[src/rtl/convolution_3x3.sv]
// -----------------------------------------------------------------------------
// convolution_3x3
//
// Streaming 3x3 valid-mode 2-D convolution (cross-correlation, kernel not
// flipped) over one raster-order image. Unsigned pixels are multiplied by a
// loadable signed 3x3 kernel. The block emits one result per complete 3x3
// window, so a frame yields (IMG_W-2) x (IMG_H-2) results. This is the first
// feature-extraction stage of the CNN datapath.
//
// Ports
//   clk         in   1       single clock, rising edge
//   rst         in   1       synchronous active-high reset (kernel is kept)
//   coef_we     in   1       kernel write strobe
//   coef_addr   in   4       kernel index row*3+col, 9..15 ignored
//   coef_data   in   COEF_W  signed coefficient
//   pix_valid   in   1       pix_in valid; always accepted
//   pix_in      in   PIX_W   unsigned pixel, raster order
//   conv_valid  out  1       conv_out valid this cycle
//   conv_out    out  ACC_W   signed result; holds when conv_valid=0
//   frame_done  out  1       pulse with the last result of a frame
//
// Pipeline (edge N = edge that accepts a window-completing pixel)
//   edge N   : line buffers and window registers shift in the pixel
//   edge N+1 : nine products registered
//   edge N+2 : adder tree result registered on conv_out
// -----------------------------------------------------------------------------
module convolution_3x3 #(
    parameter int IMG_W  = 28,
    parameter int IMG_H  = 28,
    parameter int PIX_W  = 8,
    parameter int COEF_W = 8,
    parameter int ACC_W  = 20
) (
    input  logic                     clk,
    input  logic                     rst,
    input  logic                     coef_we,
    input  logic [3:0]               coef_addr,
    input  logic [COEF_W-1:0]        coef_data,
    input  logic                     pix_valid,
    input  logic [PIX_W-1:0]         pix_in,
    output logic                     conv_valid,
    output logic signed [ACC_W-1:0]  conv_out,
    output logic                     frame_done
);

    // Product width: zero-extended pixel (PIX_W+1 bits signed) times coefficient.
    localparam int PROD_W = PIX_W + COEF_W + 1;
    localparam int COL_W  = $clog2(IMG_W);
    localparam int ROW_W  = $clog2(IMG_H);

    localparam logic [COL_W-1:0] COL_LAST = COL_W'(IMG_W - 1);
    localparam logic [ROW_W-1:0] ROW_LAST = ROW_W'(IMG_H - 1);
    localparam logic [COL_W-1:0] COL_TWO  = COL_W'(2);
    localparam logic [ROW_W-1:0] ROW_TWO  = ROW_W'(2);

    // -------------------------------------------------------------------------
    // Arithmetic helpers
    // -------------------------------------------------------------------------

    // Full-precision signed product of an unsigned pixel and a signed coefficient.
    function automatic logic signed [PROD_W-1:0] mac_product(
        input logic [PIX_W-1:0]         pix,
        input logic signed [COEF_W-1:0] coef
    );
        logic signed [PROD_W-1:0] px;
        logic signed [PROD_W-1:0] cf;
        px = $signed({{(PROD_W - PIX_W){1'b0}}, pix});
        cf = $signed({{(PROD_W - COEF_W){coef[COEF_W-1]}}, coef});
        return px * cf;
    endfunction

    // Sign-extend one product to the accumulator width.
    function automatic logic signed [ACC_W-1:0] sext_prod(
        input logic signed [PROD_W-1:0] p
    );
        return $signed({{(ACC_W - PROD_W){p[PROD_W-1]}}, p});
    endfunction

    // -------------------------------------------------------------------------
    // Storage
    // -------------------------------------------------------------------------

    // Kernel, indexed [row][col]. Deliberately not touched by rst so that a
    // preloaded or written kernel survives a reset.
    logic signed [COEF_W-1:0] filter [0:2][0:2];

    logic [COL_W-1:0]         r_col;
    logic [ROW_W-1:0]         r_row;

    // r_lb_prev holds the previous image row, r_lb_prev2 the row before that.
    logic [PIX_W-1:0]         r_lb_prev  [0:IMG_W-1];
    logic [PIX_W-1:0]         r_lb_prev2 [0:IMG_W-1];

    // r_win[0][0] is the top-left pixel of the current window.
    logic [PIX_W-1:0]         r_win  [0:2][0:2];
    logic signed [PROD_W-1:0] r_prod [0:2][0:2];

    logic                     r_s0_valid;
    logic                     r_s0_last;
    logic                     r_s1_valid;
    logic                     r_s1_last;

    logic                     r_conv_valid;
    logic signed [ACC_W-1:0]  r_conv_out;
    logic                     r_frame_done;

    logic signed [ACC_W-1:0]  w_sum;
    logic                     w_win_done;
    logic                     w_frame_last;

    // -------------------------------------------------------------------------
    // Kernel write port
    // -------------------------------------------------------------------------

    // Kernel write; reset wins over a concurrent write, addresses 9..15 do nothing.
    always_ff @(posedge clk) begin
        if (!rst && coef_we) begin
            case (coef_addr)
                4'd0:    filter[0][0] <= coef_data;
                4'd1:    filter[0][1] <= coef_data;
                4'd2:    filter[0][2] <= coef_data;
                4'd3:    filter[1][0] <= coef_data;
                4'd4:    filter[1][1] <= coef_data;
                4'd5:    filter[1][2] <= coef_data;
                4'd6:    filter[2][0] <= coef_data;
                4'd7:    filter[2][1] <= coef_data;
                4'd8:    filter[2][2] <= coef_data;
                default: ;
            endcase
        end
    end

    // -------------------------------------------------------------------------
    // Raster position
    // -------------------------------------------------------------------------

    // Row/column counters of the next pixel; advance only on accepted pixels.
    always_ff @(posedge clk) begin
        if (rst) begin
            r_col <= '0;
            r_row <= '0;
        end else if (pix_valid) begin
            if (r_col == COL_LAST) begin
                r_col <= '0;
                if (r_row == ROW_LAST) begin
                    r_row <= '0;
                end else begin
                    r_row <= r_row + ROW_W'(1);
                end
            end else begin
                r_col <= r_col + COL_W'(1);
            end
        end
    end

    // Window completion is decided from the position of the incoming pixel;
    // requiring col>=2 stops windows that would straddle a row wrap.
    always_comb begin
        w_win_done   = 1'b0;
        w_frame_last = 1'b0;
        if (pix_valid) begin
            w_win_done   = (r_row >= ROW_TWO) && (r_col >= COL_TWO);
            w_frame_last = (r_row == ROW_LAST) && (r_col == COL_LAST);
        end else begin
            w_win_done   = 1'b0;
            w_frame_last = 1'b0;
        end
    end

    // -------------------------------------------------------------------------
    // Line buffers and window
    // -------------------------------------------------------------------------

    // Line buffers and window shift. Contents are never cleared: the row/col
    // gating above guarantees stale data never reaches a valid result.
    always_ff @(posedge clk) begin
        if (!rst && pix_valid) begin
            r_lb_prev2[r_col] <= r_lb_prev[r_col];
            r_lb_prev[r_col]  <= pix_in;
            for (int r = 0; r < 3; r++) begin
                r_win[r][0] <= r_win[r][1];
                r_win[r][1] <= r_win[r][2];
            end
            r_win[0][2] <= r_lb_prev2[r_col];
            r_win[1][2] <= r_lb_prev[r_col];
            r_win[2][2] <= pix_in;
        end
    end

    // -------------------------------------------------------------------------
    // Pipeline control
    // -------------------------------------------------------------------------

    // Valid/last tokens travelling alongside the data; reset discards in-flight results.
    always_ff @(posedge clk) begin
        if (rst) begin
            r_s0_valid <= 1'b0;
            r_s0_last  <= 1'b0;
            r_s1_valid <= 1'b0;
            r_s1_last  <= 1'b0;
        end else begin
            r_s0_valid <= w_win_done;
            r_s0_last  <= w_frame_last;
            r_s1_valid <= r_s0_valid;
            r_s1_last  <= r_s0_last;
        end
    end

    // -------------------------------------------------------------------------
    // Multiply stage
    // -------------------------------------------------------------------------

    // Nine products, sampled from the kernel as it stands on this cycle.
    always_ff @(posedge clk) begin
        if (r_s0_valid) begin
            for (int r = 0; r < 3; r++) begin
                for (int c = 0; c < 3; c++) begin
                    r_prod[r][c] <= mac_product(r_win[r][c], filter[r][c]);
                end
            end
        end
    end

    // -------------------------------------------------------------------------
    // Accumulate stage
    // -------------------------------------------------------------------------

    // Adder tree over the sign-extended products; no rounding or saturation.
    always_comb begin
        w_sum = '0;
        for (int r = 0; r < 3; r++) begin
            for (int c = 0; c < 3; c++) begin
                w_sum = w_sum + sext_prod(r_prod[r][c]);
            end
        end
    end

    // Output registers; conv_out holds its last value between results.
    always_ff @(posedge clk) begin
        if (rst) begin
            r_conv_valid <= 1'b0;
            r_conv_out   <= '0;
            r_frame_done <= 1'b0;
        end else begin
            r_conv_valid <= r_s1_valid;
            r_frame_done <= r_s1_last;
            if (r_s1_valid) begin
                r_conv_out <= w_sum;
            end else begin
                r_conv_out <= r_conv_out;
            end
        end
    end

    assign conv_valid = r_conv_valid;
    assign conv_out   = r_conv_out;
    assign frame_done = r_frame_done;

endmodule

[config.mk]
export PLATFORM = sky130hd
export DESIGN_NAME = convolution_3x3
export DESIGN_NICKNAME = d
export VERILOG_FILES = /design/src/rtl/convolution_3x3.sv
export SDC_FILE = /design/constraint.sdc
export NUM_CORES = 2
export LEC_CHECK = 0
export CELL_PAD_IN_SITES_DETAIL_PLACEMENT = 0
export CELL_PAD_IN_SITES_GLOBAL_PLACEMENT = 1
export CORE_AREA = 2 2 285 343
export CTS_CLUSTER_DIAMETER = 200
export CTS_CLUSTER_SIZE = 25
export DETAILED_ROUTE_END_ITERATION = 16
export DIE_AREA = 0 0 287 345
export PLACE_DENSITY = 0.88
export SYNTH_ARGS = -nofsm -noshare
export SYNTH_HDL_FRONTEND = slang
export SYNTH_SLANG_ARGS = --single-unit
[constraint.sdc]
create_clock -name clk -period 7.7 [get_ports clk]
set_input_delay 1.155 -clock clk [delete_from_list [all_inputs] [get_ports clk]]
set_output_delay 1.155 -clock clk [all_outputs]
set_load 0.02 [all_outputs]
==> summary.txt <==
Run status
  • Status: completed

Synth
  • Mapped Area: roughly 51,000 um^2
  • Warnings from Yosys: 0
  • Sequential area share after synthesis: 0.452
  • Top cell type's share of synthesized area: 0.436
  • Synth Flop Type: edfxtp_1
  • Mapped Cells: 3,946
  • Synthesized flop and latch total: 786
  • Syn Nets: between 4,000 and 5,000
  • Async S/R FF share, synth: 0
  • Synth area leaders: edfxtp_1, fa_1, ha_1
  • Number of flops mapped to enable cells by yosys: ~750
  • Area leader, netlist: edfxtp_1
  • Syn_area_per_cell: approximately 13 um^2
  • Post-synthesis cell type count: around 70

Clocking
  • Htree depth: 2
  • CTS buffer count: 37
  • Deepest clock path buffer count: 3
  • Clock tree from TritonCTS: done
  • Clock sink total: a little under 800
  • Root Buffer: clkbuf_16
  • Clk_lat worst skew: between 0.6 and 0.7 ns
  • Post-CTS Repair Setup Buffers: 0
  • Clock transition at the registers of the reported paths: roughly 0.1 ns
  • Post-CTS Hold Buffers: 0
  • PostCTS Resize Cnt: 0

STA
  • FMAX: ~190 MHz
  • RSZ-0062 raised after global routing: no
  • Max Clock Skew: about 0.038 ns
  • Final Hold Vio Count: 0
  • Final min period: between 5 and 6 ns
  • Least-Margin Pin Slew: 1.21 ns
  • Final setup fails: 0
  • Slew Limit Fails: 0
  • Max_slew headroom: 0.193
  • Fin crit share: 0.669
  • Final setup TNS: 0 ns

Worst setup path
  • Worst path cell trace: and2_1 -> fa_1 -> inv_1 -> fa_1 -> fa_1 -> fa_1 -> inv_1 -> ha_1 -> nor2b_1 -> o21ai_1 -> a21oi_1 -> o41ai_2 -> mux2i_1 -> a2111oi_0
  • Worst Path Required: 7.99 ns
  • Worst path arrival time: between 5 and 6 ns
  • Setup CP Type: reg -> reg
  • CP most frequent cell: fa_1
  • Critical Path Stages: 14
  • Startpoint Class: flop
  • Setup crit end kind: flop
  • Worst path slowest cell: a2111oi_0
  • Reg-to-reg startpoint: r_win[0][3]
  • FF-to-FF setup slack: approximately 2.5 ns
  • Max stage delay on crit path: 0.69 ns
  • CP top delay family: adder cells
  • Crit path from: r_win[0][3]
  • Crit-path max FO: 9
  • Worst reg2reg endpoint: r_prod[0][16]
  • Critical path capture point: r_prod[0][16]
  • Buf/Inv on CP: 2
  • R2r worst-path depth: 14

Routing
  • DRC errors left: 0
  • Final ANT Viol Nets: 0
  • DR WL/cell: 21.5 um
  • Final wirelength: 115 mm
  • Vias per cell: roughly 5.5
  • Iter 0 DRT Violations: about 2,100
  • DR pass1 iterations: 5
  • Vias: between 20,000 and 30,000

Floorplanning
  • Die area: just under 100,000 um^2
  • Core area: just under 100,000 um^2
  • Initial Utilization: 0.535
  • Die Wd: around 290 um
  • Die height: approximately 350 um
  • I/O pins: 46
  • Placement Rows: 125

Place
  • Inst Count DP: ~5,300
  • GP Congestion: 0.906
  • Dpl hpwl: around 85 mm
  • Input/output buffers: 45

Cells and area
  • Multi-input gate area: around 25,000 um^2
  • Final Non-Filler Cells: between 5,000 and 6,000
  • Area growth syn-to-layout: 6.26%
  • Reg area: 23,200 um^2
  • Final nets: 4,915
  • Layout cell share with drive strength beyond 1: 0.0618
  • # fillers: about 7,800

Min path
  • Min-Delay Path Class: reg -> reg
  • Cells on Worst Hold Path: 1

Global route
  • GRT Overall Usage: 0.237
  • First-pass GRT wire length: between 150 and 200 mm
  • Initial antenna violation count: 9
  • Vias in the first global route: between 30,000 and 40,000
  • Overflow left after global routing: 0
  • Largest net degree at the start of global routing: 83

Power
  • LEAKAGE: between 20 and 25 nW
  • Worst vdd ir: around 0.00023 V
  • Cell Pwr Density: approximately 170 nW/um^2

Run
  • Max Cap Violations: 0
[through the flow]
step           setup slack [ns]  utilization  hold slack [ns]  total power [mW]  area, um^2
2_1_floorplan             0.949            -            0.414              6.61       51400
3_3_place_gp               2.50        0.557            0.426              7.16       53500
3_5_place_dp               2.55        0.557            0.430              7.19       53500
4_1_cts                    2.48        0.568            0.461              9.45       54600
5_1_grt                    2.22        0.568            0.468              9.87       54600
6_report                   2.55        0.568            0.458              9.38       54600
[final cells by class]
cell class / count / share of cell area
Antenna cell: 4 / 0.000183
Clock buffer: 57 / 0.0187
Clock inverter: 3 / 0.00140
Inverter: 738 / 0.0508
Multi-Input combinational cell: 2371 / 0.460
Sequential cell: 786 / 0.425
Tap cell: 1270 / 0.0291
Timing Repair Buffer: 90 / 0.0144
[power breakdown]
| group | leakage [nW] | internal (mW) | switching [mW] | total, mW |
|---|---|---|---|---|
| Clock | 0.521 | 0.946 | 1.35 | 2.30 |
| Sequential | 7.06 | 4.84 | 0.0744 | 4.92 |
| Combinational | 14.8 | 0.943 | 1.23 | 2.17 |
[worst min path at each step]
stage / startpoint / endpoint / slack (ns)
6_report: r_s0_last / r_s1_last / 0.46
5_1_grt: r_s0_last / r_s1_last / 0.47
4_1_cts: r_s0_last / r_s1_last / 0.46
3_5_place_dp: r_s0_last / r_s1_last / 0.43
3_3_place_gp: r_s0_last / r_s1_last / 0.43
2_1_floorplan: r_s1_last / frame_done / 0.41
[cell usage in the layout (no fill, tap or decap), types with 38 or more instances in the layout]
cell,synthesis,final
clkbuf_16,0,38
nand2b_1,64,64
o21ai_0,48,48
buf_4,3,45
a21oi_1,80,80
nand2_1,285,285
ha_1,413,413
mux4_2,128,128
nor2_1,156,156
nor3_1,48,48
clkdlybuf4s50_1,0,44
xnor2_1,77,77
inv_1,738,738
fa_1,454,454
edfxtp_1,745,745
and2_1,293,293
[registers in the layout, indices dropped and copies added (netlist names), named ones only]
register and cells:
r_win 72, conv_out 20, r_row 5, r_s0_valid 1, r_lb_prev 224, r_lb_prev2 224, conv_valid 1, r_s0_last 1
frame_done 1, r_col 5, r_s1_valid 1, r_prod 153, r_s1_last 1, filter 72
[worst reg2reg max path: stages, from the launching register on]
cell and delay [ns]:
edfxtp_1 0.58, and2_1 0.26, fa_1 0.43, inv_1 0.09
fa_1 0.44, fa_1 0.50, fa_1 0.49, inv_1 0.04
ha_1 0.32, nor2b_1 0.15, o21ai_1 0.15, a21oi_1 0.12
o41ai_2 0.47, mux2i_1 0.14, a2111oi_0 0.69
[per-layer routing]
layer	part of all wire	global-route usage	vias up
met5	0.00026	0	-
met2	0.52	0.424	844
li1	-	-	13400
met3	0.053	0.0278	187
met4	0.035	0.0777	6
met1	0.39	0.297	14900
[cell usage after synthesis (29+ instances only)]
cell type    n
edfxtp_1   745
inv_1      738
fa_1       454
ha_1       413
and2_1     293
nand2_1    285
nor2_1     156
mux4_2     128
a21oi_1     80
xnor2_1     77
nand2b_1    64
nor3_1      48
o21ai_0     48
dfxtp_1     41
xor2_1      29
[kinds of logic after synthesis]
logic type / after synthesis / synth area share
and+or+nand+nor: 939 / 0.0920
muxes: 175 / 0.0658
xor gates and xnor gates: 106 / 0.0181
DFF: 786 / 0.452
buffers and inverters: 789 / 0.0595
adders and majority gates: 867 / 0.278
AOI/OAI and AO/OA: 284 / 0.0354
(Power assumes the default switching activity.)
